**src/rtl/pc_fetch_unit.sv**
```systemverilog
// Program counter and instruction-fetch stage: issues one imem request at a time,
// holds the returned instruction for the core, and steps the PC on retire.
module pc_fetch_unit #(
    parameter int unsigned       XLEN     = 32,
    parameter logic [XLEN-1:0]   RESET_PC = '0,
    parameter logic [31:0]       NOP_INSN = 32'h0000_0013
) (
    input  logic            clk,
    input  logic            rst,
    output logic            imem_req_valid,
    input  logic            imem_req_ready,
    output logic [XLEN-1:0] imem_addr,
    input  logic            imem_resp_valid,
    input  logic [31:0]     imem_rdata,
    output logic            instr_valid,
    output logic [31:0]     instr,
    output logic [XLEN-1:0] instr_pc,
    input  logic            instr_ready,
    input  logic            branch,
    input  logic            is_jalr,
    input  logic [XLEN-1:0] rs1_val,
    input  logic [XLEN-1:0] imm,
    output logic            misaligned,
    output logic            halted
);

    typedef enum logic [2:0] {
        S_IDLE,
        S_REQ,
        S_WAIT,
        S_HOLD,
        S_HALT
    } state_t;

    state_t          state, state_d;
    logic [XLEN-1:0] pc, pc_d;
    logic [XLEN-1:0] instr_pc_d;
    logic [31:0]     instr_d;
    logic            instr_valid_d;
    logic            req_valid_d;
    logic            misaligned_d;
    logic            halted_d;
    logic [XLEN-1:0] base;
    logic [XLEN-1:0] sum;
    logic [XLEN-1:0] target;

    assign imem_addr = pc;

    // Next-PC candidate from the branch-unit decision; adds wrap modulo 2^XLEN.
    always_comb begin
        base = is_jalr ? rs1_val : instr_pc;
        sum  = base + imm;
        if (!branch) begin
            target = instr_pc + XLEN'(4);
        end else if (is_jalr) begin
            target = {sum[XLEN-1:1], 1'b0};
        end else begin
            target = sum;
        end
    end

    // Next-state and registered-output values.
    always_comb begin
        state_d       = state;
        pc_d          = pc;
        instr_pc_d    = instr_pc;
        instr_d       = instr;
        instr_valid_d = instr_valid;
        misaligned_d  = misaligned;
        halted_d      = halted;

        unique case (state)
            S_IDLE: state_d = S_REQ;
            S_REQ: begin
                if (imem_req_ready) begin
                    state_d = S_WAIT;
                end
            end
            S_WAIT: begin
                if (imem_resp_valid) begin
                    instr_d       = imem_rdata;
                    instr_pc_d    = pc;
                    instr_valid_d = 1'b1;
                    state_d       = S_HOLD;
                end
            end
            S_HOLD: begin
                if (instr_ready) begin
                    instr_valid_d = 1'b0;
                    if (target[1]) begin
                        misaligned_d = 1'b1;
                        halted_d     = 1'b1;
                        state_d      = S_HALT;
                    end else begin
                        pc_d    = target;
                        state_d = S_REQ;
                    end
                end
            end
            S_HALT: state_d = S_HALT;
            default: state_d = S_IDLE;
        endcase

        req_valid_d = (state_d == S_REQ);
    end

    always_ff @(posedge clk or posedge rst) begin
        if (rst) begin
            state          <= S_IDLE;
            pc             <= RESET_PC;
            imem_req_valid <= 1'b0;
            instr_valid    <= 1'b0;
            instr          <= NOP_INSN;
            instr_pc       <= RESET_PC;
            misaligned     <= 1'b0;
            halted         <= 1'b0;
        end else begin
            state          <= state_d;
            pc             <= pc_d;
            imem_req_valid <= req_valid_d;
            instr_valid    <= instr_valid_d;
            instr          <= instr_d;
            instr_pc       <= instr_pc_d;
            misaligned     <= misaligned_d;
            halted         <= halted_d;
        end
    end

endmodule

```
**config.mk**
```make
export PLATFORM = sky130hd
export DESIGN_NAME = pc_fetch_unit
export DESIGN_NICKNAME = d
export VERILOG_FILES = /design/src/rtl/pc_fetch_unit.sv
export SDC_FILE = /design/constraint.sdc
export NUM_CORES = 1
export LEC_CHECK = 0
export BUFFER_PORTS_ARGS = -buffer_cell sky130_fd_sc_hd__buf_2
export CAP_MARGIN = 20
export CELL_PAD_IN_SITES_DETAIL_PLACEMENT = 1
export CELL_PAD_IN_SITES_GLOBAL_PLACEMENT = 2
export CORE_ASPECT_RATIO = 0.9
export CORE_UTILIZATION = 28
export CTS_CLUSTER_SIZE = 25
export DETAILED_ROUTE_END_ITERATION = 10
export PLACE_DENSITY_LB_ADDON = 0.1
export SKIP_CTS_REPAIR_TIMING = 1
export SLEW_MARGIN = 20
export SYNTH_ARGS = -nofsm -noshare
export SYNTH_HDL_FRONTEND = slang
export SYNTH_SLANG_ARGS = --single-unit
```
**constraint.sdc**
```tcl
create_clock -name clk -period 2.7 [get_ports clk]
set_input_delay 0.27 -clock clk [delete_from_list [all_inputs] [get_ports clk]]
set_output_delay 0.27 -clock clk [all_outputs]
set_load 0.01 [all_outputs]
```
==> metrics.txt <==
min-delay src imem_rdata[21]; hold worst-path end instr[21]$_DFFE_PP0P_; crit path DAT 3.12 ns; r2r startpoint instr_pc[0]$_DFFE_PP0P_; largest net degree at the start of global routing 94; fin nets 1117; CP Data Required Time 2.97 ns; MaxCap Viol Count 0; xor/xnor cell area share of the yosys netlist 6.83%; post-route cell area 9520 um2; synthesized area 6540 um2; Relative slew margins 64.0%; worst skew pair latency 0.37 ns; gpl congestion 0.815; most frequent cells in the layout buf_2, buf_4, dfrtp_1; clock root cell clkbuf_16; Hold/Removal Path Class input port to flip-flop; slew of the pin with the lowest slew margin 0.539 ns; post-synthesis mux area share 15.9%; initial antenna violation count 0; CP Max Fanout 4; max-slew violation count 0; RSZ-0062 raised after global routing yes; Die Wd 163 um; # rows 52; Detail Placement HPWL 19.0 mm; hold violation count in the final report 0; internal reg-to-reg setup slack -0.15 ns; cell breakdown of the critical path mux2_4, ha_4, inv_2, fa_2, and2b_1, o2111ai_2, a32oi_4, a31o_2, nand4_1, buf_4, nor3_4, nor3_1, o31ai_1; first-pass GRT wire length 37.8 mm; clock skew 0.0119 ns; R2R cell count 13; slowest stage cell, crit path dfrtp_1; DRT iter0 DRCs 251; Async S/R FF share, synth 100%; post-synthesis instance total 662; setup TNS -0.661 ns; post-synthesis area per instance 9.88 um2; final WL 24.2 mm; area of the multi-input gates 4190 um2; Max Fclk 0.351 GHz; Yosys cell types 65; core area 22700 um2; pre-CTS WS -0.448 ns; Seq/Total Area, Yosys 38.3%; main flop type after synthesis dfrtp_1; Vias/cell 4.94; H-tree levels 3; Die H 147 um; PnR worst setup slack -0.151 ns; DR pass1 iterations 4; clk buf depth 2; DP Area 8870 um2; clock slew at reported path FFs 0.09 ns; worst hold path cell count 2; GRT Total Usage 20.4%; status finished, violations left; top cell type by total area after synthesis dfrtp_1; Antenna Nets Post-Route 0; worst setup path class flip-flop to flip-flop; layout cells sized above 1 50.5%; fin crit share 106%; max incr delay on CP 0.35 ns; Critical Path Stages 13; FF-to-FF End imem_addr[30]$_DFFE_PP0P_; vias 6337; GR Overflow Total 0; CTS tree yes; Starting Density 28.8%; delay-heaviest family, CP compound AO/OA/AOI/OAI gates; worst path bufs/invs 2; port buffer count 200; pwr dens 985 nW/um2; Seq cells post-synth 100; clock sink total 100; # DRC 0; Leak Pwr 4.50 nW; number of global-route vias before repair 6854; Fill cells 2655; Num CTS Buffers 9; Adder-Cell Fraction of Synth Area 6.42%; Layout area overhead 45.4%; critical path launch point instr_pc[0]$_DFFE_PP0P_; main combinational cell family by area after synthesis multiplexers; worst vdd ir 0.393 mV; post-layout min period 2.85 ns; I/O pins 203; WL/cell 18.9 um; CP Launch Type flip-flop; Reg area 2510 um2; failing checks negative setup slack; synth top area cells dfrtp_1, mux2_2, ha_1; Post-synth EDFFs 0; setup violators final 7; Simple-Gate Fraction of Synth Area 13.8%; Synth Area in Compound Gates 15.6%; full die area 24000 um2; Synth top area share 37.1%; Yosys Warn Count 0; commonest non-fill, non-tap cell in the layout buf_2; CP Capture Type flip-flop
-- cells in the mapped netlist, types with 2 or more instances --
library cell / instances
nor4_1: 2
and3_1: 9
buf_1: 4
and4_1: 5
and2_1: 4
a21o_1: 9
nand2b_1: 7
nor2_1: 30
nor3_1: 9
or4_1: 3
a21oi_1: 37
o21ai_0: 54
xnor2_1: 27
nand2_1: 50
a31oi_1: 5
o21a_1: 5
buf_2: 4
dfstp_2: 3
a211oi_1: 4
mux2_2: 89
clkbuf_1: 22
o221ai_1: 4
o211ai_1: 6
inv_1: 16
a22oi_1: 10
ha_1: 32
nor2b_1: 2
mux2i_1: 4
buf_4: 3
nand4_1: 18
or2_2: 4
xor2_1: 24
o31ai_1: 4
a21boi_0: 2
nand3b_1: 2
dfrtp_1: 97
nand3_1: 23
o21bai_1: 2
-- flip-flops by register name, indices dropped and copies added (netlist names) --
signal / cells
imem_req_valid: 1
state: 3
instr: 32
imem_addr: 31
instr_valid: 1
halted: 1
instr_pc: 31
-- logic make-up after synthesis --
kind of cell	count (synthesis)
compound gates	159
xor+xnor	51
fa+ha+maj	33
buf+inv	49
flops	100
mux	93
other cells	1
simple gates	176
-- area by class of cell --
| type | instances | share of cell area (%) |
|---|---|---|
| Inverter | 16 | 0.670 |
| Tap cell | 297 | 3.90 |
| Antenna cell | 1 | 0.0263 |
| Clock inverter | 7 | 0.723 |
| Clock buffer | 9 | 2.37 |
| Timing Repair Buffer | 340 | 22.0 |
| Multi-Input combinational cell | 514 | 44.0 |
| Sequential cell | 100 | 26.3 |
-- per-layer routing --
| metal | wire [um] | GRT usage (%) | vias to the layer above |
|---|---|---|---|
| met5 | 0 | 0 | - |
| met4 | 385 | 5.37 | 0 |
| met3 | 1140 | 3.33 | 25 |
| met2 | 11300 | 33.2 | 192 |
| met1 | 11400 | 27.9 | 3075 |
| li1 | - | - | 3045 |
-- metrics by stage --
| stage | cells | hold WS, ns | power, mW | util [%] |
|---|---|---|---|---|
| after floorplan | 663 | 0.422 | 5.41 | - |
| after global placement | 1260 | 0.199 | 7.66 | 39.1 |
| after detailed placement | 1260 | 0.208 | 7.80 | 39.1 |
| after CTS | 1276 | -0.188 | 9.23 | 40.4 |
| after global routing | 1283 | 0.132 | 10.1 | 41.9 |
| final | 1284 | 0.140 | 9.38 | 41.9 |
-- worst max path at each step --
| stage | endpoint | slack (ns) |
|---|---|---|
| 4_1_cts | imem_addr[26]$_DFFE_PP0P_ | -0.24 |
| 3_5_place_dp | imem_addr[30]$_DFFE_PP0P_ | -0.45 |
| 6_report | imem_addr[30]$_DFFE_PP0P_ | -0.15 |
| 2_1_floorplan | imem_addr[26]$_DFFE_PP0P_ | -0.26 |
| 3_3_place_gp | imem_addr[30]$_DFFE_PP0P_ | -0.33 |
| 5_1_grt | imem_addr[30]$_DFFE_PP0P_ | -0.32 |
-- report_power, final --
part	total (mW)	switching (mW)	internal [mW]	leakage, nW
sequential	2.69	0.486	2.21	1.24
clock	1.35	0.701	0.652	0.143
combinational	5.33	2.70	2.63	3.12
(Power assumes the default switching activity.)
